==> config.mk <==
export PLATFORM = sky130hd
export DESIGN_NAME = morse_symbol_decoder
export DESIGN_NICKNAME = d
export VERILOG_FILES = /design/src/rtl/morse_symbol_decoder.sv
export SDC_FILE = /design/constraint.sdc
export NUM_CORES = 1
export LEC_CHECK = 0
export ABC_AREA = 0
export CORE_AREA = 2 2 92 94
export CTS_BUF_LIST = sky130_fd_sc_hd__clkbuf_16
export CTS_CLUSTER_DIAMETER = 30
export DETAILED_ROUTE_END_ITERATION = 8
export DIE_AREA = 0 0 94 96
export GPL_TIMING_DRIVEN = 1
export PLACE_DENSITY = 0.74
export SLEW_MARGIN = 20
export SYNTH_ARGS = -nofsm -noshare
export SYNTH_HDL_FRONTEND = slang
export SYNTH_SLANG_ARGS = --single-unit
==> constraint.sdc <==
create_clock -name clk -period 2.8 [get_ports clk]
set_input_delay 0.28 -clock clk [delete_from_list [all_inputs] [get_ports clk]]
set_output_delay 0.28 -clock clk [all_outputs]
set_load 0.02 [all_outputs]
==> src/rtl/morse_symbol_decoder.sv <==
// Morse keyer front end: synchronises and debounces an active-low key, classifies
// presses as dot/dash and packs them into a left-aligned 2-bit-per-symbol letter code.
module morse_symbol_decoder #(
  parameter int unsigned MAX_SYMBOLS     = 5,
  parameter int unsigned DEBOUNCE_CYCLES = 16,
  parameter int unsigned DASH_CYCLES     = 10,
  parameter int unsigned GAP_CYCLES      = 30,
  parameter int unsigned CNT_W           = 26,
  localparam int unsigned CODE_W         = 2 * MAX_SYMBOLS
) (
  input  logic              clk,
  input  logic              reset,
  input  logic              enable,
  input  logic              clear,
  input  logic              key_n,
  output logic              dot,
  output logic              dash,
  output logic [CODE_W-1:0] code,
  output logic [3:0]        symbol_count,
  output logic              code_valid,
  output logic              overflow,
  output logic              busy
);

  typedef enum logic [1:0] {StIdle, StPress, StGap} state_e;

  state_e           state_q;
  logic             sync1_q, sync2_q;
  // Key levels keep key_n polarity: 1 = released.
  logic             deb_q, deb_prev_q;
  logic [CNT_W-1:0] deb_cnt_q;
  logic [CNT_W-1:0] press_cnt_q;
  logic [CNT_W-1:0] gap_cnt_q;
  logic             letter_done_q;

  logic              press_edge, release_edge;
  logic [1:0]        sym;
  logic [CODE_W-1:0] base_code, sym_msb, append_code;
  logic [3:0]        base_count, append_count;
  logic              append_ovf;

  // Synchroniser and debouncer; these keep running regardless of enable.
  always_ff @(posedge clk or negedge reset) begin
    if (!reset) begin
      sync1_q    <= 1'b1;
      sync2_q    <= 1'b1;
      deb_q      <= 1'b1;
      deb_prev_q <= 1'b1;
      deb_cnt_q  <= '0;
    end else begin
      sync1_q    <= key_n;
      sync2_q    <= sync1_q;
      deb_prev_q <= deb_q;
      if (sync2_q == deb_q) begin
        deb_cnt_q <= '0;
      end else if (deb_cnt_q >= CNT_W'(DEBOUNCE_CYCLES - 1)) begin
        deb_q     <= sync2_q;
        deb_cnt_q <= '0;
      end else begin
        deb_cnt_q <= deb_cnt_q + CNT_W'(1);
      end
    end
  end

  assign press_edge   = deb_prev_q & ~deb_q;
  assign release_edge = ~deb_prev_q & deb_q;
  assign busy         = (state_q != StIdle);

  // Next accumulator contents if a symbol is appended this cycle. press_cnt_q lags the
  // debounced press width by one, hence the DASH_CYCLES-1 threshold.
  always_comb begin
    sym        = (press_cnt_q >= CNT_W'(DASH_CYCLES - 1)) ? 2'b11 : 2'b10;
    base_code  = letter_done_q ? '0 : code;
    base_count = letter_done_q ? 4'd0 : symbol_count;
    append_ovf = letter_done_q ? 1'b0 : overflow;
    sym_msb    = CODE_W'(sym) << (CODE_W - 2);
    if (base_count < 4'(MAX_SYMBOLS)) begin
      append_code  = base_code | (sym_msb >> (2 * base_count));
      append_count = base_count + 4'd1;
    end else begin
      append_code  = (base_code << 2) | CODE_W'(sym);
      append_count = base_count;
      append_ovf   = 1'b1;
    end
  end

  always_ff @(posedge clk or negedge reset) begin
    if (!reset) begin
      state_q       <= StIdle;
      press_cnt_q   <= '0;
      gap_cnt_q     <= '0;
      letter_done_q <= 1'b0;
      code          <= '0;
      symbol_count  <= '0;
      overflow      <= 1'b0;
      dot           <= 1'b0;
      dash          <= 1'b0;
      code_valid    <= 1'b0;
    end else begin
      dot        <= 1'b0;
      dash       <= 1'b0;
      code_valid <= 1'b0;
      if (clear) begin
        state_q       <= StIdle;
        code          <= '0;
        symbol_count  <= '0;
        overflow      <= 1'b0;
        letter_done_q <= 1'b0;
      end else if (!enable) begin
        state_q <= StIdle;
      end else begin
        case (state_q)
          StIdle: begin
            if (press_edge) begin
              state_q     <= StPress;
              press_cnt_q <= '0;
            end
          end
          StPress: begin
            if (release_edge) begin
              code          <= append_code;
              symbol_count  <= append_count;
              overflow      <= append_ovf;
              letter_done_q <= 1'b0;
              dot           <= ~sym[0];
              dash          <= sym[0];
              state_q       <= StGap;
              gap_cnt_q     <= '0;
            end else if (press_cnt_q < CNT_W'(DASH_CYCLES)) begin
              press_cnt_q <= press_cnt_q + CNT_W'(1);
            end
          end
          StGap: begin
            // A new press wins over a coincident timeout.
            if (press_edge) begin
              state_q     <= StPress;
              press_cnt_q <= '0;
            end else if (gap_cnt_q >= CNT_W'(GAP_CYCLES - 1)) begin
              code_valid    <= 1'b1;
              letter_done_q <= 1'b1;
              state_q       <= StIdle;
            end else begin
              gap_cnt_q <= gap_cnt_q + CNT_W'(1);
            end
          end
          default: state_q <= StIdle;
        endcase
      end
    end
  end

endmodule

==> reports/qor.txt, run 1 <==
Status: finished, final reports clean
Synth top area share: 0.570
CTS tree: built
Maximum clock insertion buffer count: 2
Row count: 33
DRC Markers: 0
Layout cells sized above 1: 0.115
Post-synthesis mux area share: 0.0311
Final Util: 0.632
Leak Pwr: 2.39 nW
FILL cells: 623
Initial drt markers: 84
Peak VDD IR: 0.327 mV
Nets: 432
Largest family of logic cells by synthesized area: simple AND/OR/NAND/NOR gates
Count leader, synth: dfrtp_1
Skew final: 0.00739 ns
Hold_buf cts: 0
Die width: 94 um
First-pass detailed-route iteration total: 4
Leading area contributor after synthesis: dfrtp_1
Dpl ws: 0.450 ns
Clock sink count: 103
Setup bufs post-CTS: 0
Drt via density: 5.24
Non-Filler Instances: 524
Cell total after placement: 508
Setup ws final: 0.425 ns
Post-Synth Adder-Cell Area: 0.0375
HPWL Detailed: 4.99 mm
Crit path time final: 2.37 ns
Synthesis warning total: 0
Vias in the first global route: 2776
Compound-cell area share of the yosys netlist: 0.0956
CTS Buf Count: 9
Root buffer cell: clkbuf_16
Final hold vios: 0
I/O pin total: 24
Core box area: 8050 um^2
Count of pins over their slew limit: 0
Initial antenna violation count: 0
Syn Area/Cell: 11.8 um^2
Final ANT Viol Nets: 0
Final critical-path share of the clock period: 0.848
Worst setup EP type: register
Max Clk Rate: 421 MHz
Worst-path clk slew: 0.07 ns
Multi-input logic area: 1740 um^2
DR vias: 2745
FFs w/ async S/R, synth: 1.00
Top cells by count, synth: dfrtp_1, and2_1, nor2_1
H-tree levels: 3
Max cap viols: 0
Synth unique cells: 60
Final setup viols: 0
Worst-Margin Slew: 0.772 ns
Simple-gate portion of the synthesized area: 0.207
Die H: 96 um
Storage cell area: 2580 um^2
Total Power: 3.02 mW
Post-CTS Resized: 0
Pwr/cell area: 593 nW/um^2
Post-synthesis sequential area ratio: 0.595
GPL Wtd Cong: 0.813
Total congestion overflow: 0
Gr usage total: 0.188
Port Buffers: 23
First-pass GRT wire length: 13.1 mm
Worst relative slew slack: 0.486
Syn Inst Count: 367
#FFs+latches synth: 103
Main synth FF type: dfrtp_1
Startpoint types: register
Xor and xnor fraction of the mapped netlist area: 0.0101
Die ar.: 9020 um^2
Post-synth EDFFs: 0
RSZ-0062 raised after global routing: no
Area contributors post-synth: dfrtp_1, and2_1, ha_1, dfstp_2, nor2_1
Critical path data required time: 3.01 ns
CP Max Fanout: 10
Mapped cell area: 4340 um^2
WP data arrival: 2.59 ns
Synth-to-layout area growth: 17.3%
Largest net degree at the start of global routing: 90
DRT Wirelength: 7.58 mm
Crit Path Category: register to register
Initial core utilization: 0.539
Antenna diodes: 0
Final TNS setup: 0 ns
Later-pin clock latency in the skew report: 0.34 ns
Drt wl/cell: 14.5 um
Worst Hold Class: primary input to asynchronous set/reset pin
-- sequential cells by signal (all words and copies together), names as in the netlist, 2 cells and up --
name          count
gap_cnt_q        26
deb_cnt_q        26
code             10
symbol_count      4
state_q           2
press_cnt_q      26
-- report_power, final --
part / total, mW / switching, mW / internal, mW
clock network: 1.35 / 0.562 / 0.793
registers: 1.55 / 0.0279 / 1.52
logic: 0.116 / 0.0759 / 0.0396
total: 3.02 / 0.666 / 2.35
-- through the flow --
stage / hold slack [ns] / instance area [um^2]
after floorplan: -0.0156 / 4420
after global placement: 0.348 / 4760
after detailed placement: 0.348 / 4760
after CTS: 0.186 / 5090
after global routing: 0.0636 / 5090
final: 0.000579 / 5090
-- per-layer routing --
metal  up-vias  part of all wire  track usage
met1      1353              0.50        0.265
met4         0             0.017       0.0857
met3        11             0.025       0.0305
met5         -                 0            0
met2        38              0.46        0.289
li1       1343                 -            -
-- cells by family (layout without fill, tap and decap cells) --
logic type	count (synthesis)	in the layout
AND/OR/NAND/NOR	153	153
flip-flops	103	103
AO/OA/AOI/OAI	55	55
buffers and inverters	24	55
adder cells (fa/ha/maj)	13	13
multiplexers	13	13
XOR/XNOR	5	5
other	1	22
-- critical path: stages (launching register included) --
cell and delay, ns:
dfrtp_1 0.39, inv_1 0.09, nor2_1 0.22, inv_1 0.14, ha_1 0.23, inv_1 0.09, a21o_1 0.36, mux2_2 0.38
a22oi_1 0.24, o41ai_2 0.12
-- placed cells by master (no fill, tap or decap), types with 7 or more instances in the layout --
cell type	count
and2_1	39
clkbuf_16	9
clkdlybuf4s50_1	22
conb_1	22
dfrtp_1	99
ha_1	13
inv_1	10
mux2i_1	9
nand2_1	22
nand2b_1	8
nor2_1	27
nor3_1	7
nor4_1	14
o21ai_0	12
-- layout make-up --
| class | count | area share |
|---|---|---|
| Sequential cell | 103 | 0.507 |
| Multi-Input combinational cell | 261 | 0.341 |
| Timing Repair Buffer | 29 | 0.0543 |
| Clock buffer | 9 | 0.0442 |
| Tap cell | 105 | 0.0258 |
| Clock inverter | 7 | 0.0201 |
| Inverter | 10 | 0.00737 |
-- final timing paths --
check	end	slack, ns	depth (start not counted)	startpoint
min reg2reg	sync2_q	0.36	0	sync1_q
min	press_cnt_q[17]	0.0006	1	reset
max reg2reg	code[4]	0.43	9	symbol_count[0]
max	code[4]	0.43	9	symbol_count[0]
min in group clk	sync1_q	0.34	1	key_n
max in group asynchronous	press_cnt_q[23]	2.19	2	reset
Power figures use the tool's default switching activity.
==> run 2: changes to the inputs <==
Settings changed: CORE_AREA 2 2 92 94 to 2 2 94 96, DIE_AREA 0 0 94 96 to 0 0 96 98.
Clock period 2.8 ns to 1.95 ns, I/O delays scaled along.
==> reports/qor.txt, run 2 (synthesis results as in run 1) <==
Status: finished, final reports clean
Antenna diodes: 0 (unchanged)
Nets: 457 (+5.8%)
Gr usage total: 0.184 (-0.00362)
Startpoint types: register
Final hold vios: 0 (unchanged)
Count of pins over their slew limit: 0 (unchanged)
Max Clk Rate: 529 MHz (+26%)
FILL cells: 670 (+7.5%)
First-pass GRT wire length: 13.5 mm (+2.9%)
WP data arrival: 2.11 ns (-0.48 ns)
Max cap viols: 0 (unchanged)
Most frequent cells in the layout: dfrtp_1, and2_1, buf_4
Skew final: 0.0109 ns (+0.00353 ns)
Synth-to-layout area growth: 22.1%
Pwr/cell area: 777 nW/um^2 (+31%)
Root buffer cell: clkbuf_16
Drt wl/cell: 14.3 um (-1.4%)
CP Cell Sequence: inv_2 -> ha_1 -> nor2b_4 -> o311ai_4 -> or2_4 -> nor2_1 -> mux2_2
Final setup viols: 0 (unchanged)
Core box area: 8470 um^2 (+5.1%)
Critical path data required time: 2.17 ns (-0.84 ns)
GPL Wtd Cong: 0.836 (+2.8%)
Final critical-path share of the clock period: 0.970 (+0.122)
Row count: 34 (+3.0%)
CP max stage delay: 0.48 ns (+0.09 ns)
Later-pin clock latency in the skew report: 0.35 ns (about the same)
Crit path time final: 1.89 ns (-0.483 ns)
H-tree levels: 3 (unchanged)
Largest net degree at the start of global routing: 45 (-50%)
Maximum clock insertion buffer count: 2 (unchanged)
Worst-path clk slew: 0.07 ns (about the same)
Final TNS setup: 0 ns (unchanged)
Initial core utilization: 0.513 (-0.0264)
Die ar.: 9410 um^2 (+4.3%)
Worst Hold Class: primary input to register
Die width: 96 um (+2.1%)
Setup ws final: 0.0587 ns (-0.367 ns)
Drt via density: 5.22 (-0.40%)
Cell total after placement: 530 (+4.3%)
Worst setup EP type: register
Crit Path Category: register to register
DRT Wirelength: 7.88 mm (+3.9%)
Initial antenna violation count: 0 (unchanged)
Initial drt markers: 127 (+51%)
DRC Markers: 0 (unchanged)
Worst Path Buf+Inv: 1 (-2)
CP Max Fanout: 6 (-4)
I/O pin total: 24 (unchanged)
Die H: 98 um (+2.1%)
Peak VDD IR: 0.385 mV (+18%)
Dpl ws: -0.0352 ns (-0.485 ns)
Layout cells sized above 1: 0.185 (+0.0701)
Non-Filler Instances: 552 (+5.3%)
Final ANT Viol Nets: 0 (unchanged)
CTS tree: built
Final Util: 0.627 (-0.00596)
Clock sink count: 103 (unchanged)
Leak Pwr: 2.50 nW (+4.5%)
Total congestion overflow: 0 (unchanged)
Vias in the first global route: 2867 (+3.3%)
First-pass detailed-route iteration total: 4 (unchanged)
Slowest library cell on the worst path: o311ai_4
CTS Buf Count: 9 (unchanged)
DR vias: 2880 (+4.9%)
Top cell family by delay on the critical path: compound AO/OA/AOI/OAI gates
HPWL Detailed: 5.45 mm (+9.3%)
Largest regs: deb_cnt_q: 26 flops, gap_cnt_q: 26 flops, press_cnt_q: 26 flops
Commonest non-fill, non-tap cell in the layout: dfrtp_1
Total Power: 4.12 mW (+36%)
Port Buffers: 23 (unchanged)
run 2: cell types whose count changed in the layout (fill, tap and decap cells not counted), sizes merged:
cell / change
buf: +24
clkdlybuf4s50: -1
dlygate4sd3: +1
dlygate4sd2: +1
bufinv: -2
clkinv: +1
inv: +1
run 2: cell type report:
cell class	instances	area, um^2	area share
clock buffers	9	225	0.0425
clock inverters	7	60.1	0.0113
inverters	10	37.5	0.00708
multi-input cells	261	1790	0.337
flip-flops and latches	103	2580	0.487
well taps	108	135	0.0255
repair buffers	54	474	0.0894
run 2: power breakdown:
part / switching [mW] / internal (mW)
Clock: 0.809 / 0.886
Combinational: 0.125 / 0.0834
Sequential: 0.0325 / 2.19
run 2: final timing paths:
check / depth (start not counted) / startpoint / end / slack (ns)
min: 1 / key_n / sync1_q / 0.26
max: 7 / gap_cnt_q[0] / gap_cnt_q[0] / 0.06
min in group asynchronous: 2 / reset / deb_cnt_q[18] / 0.34
max reg2reg: 7 / gap_cnt_q[0] / gap_cnt_q[0] / 0.06
max in group asynchronous: 3 / reset / gap_cnt_q[18] / 0.91
min reg2reg: 0 / sync1_q / sync2_q / 0.36
run 2: repair_timing:
action,4_1_cts,5_1_grt
endpoints found under the hold margin,29,0
resized for setup,2,8
pin swaps,1,5
setup buffers,1,4
setup endpoints to repair,3,9
hold buffers,1,0
run 2: per-layer routing:
metal	up-vias	share of wire	global-route usage	wire [um]
met1	1431	0.47	0.264	3730
met4	0	0.016	0.0571	127
met3	13	0.030	0.0440	237
li1	1394	-	-	-
met5	-	0	0	0
met2	42	0.48	0.279	3780
run 2: metrics by stage:
stage,area (um^2),hold slack [ns]
3_3_place_gp,4930,0.176
4_1_cts,5240,0.257
5_1_grt,5300,0.251
2_1_floorplan,4450,-0.101
6_report,5300,0.260
3_5_place_dp,4930,0.174
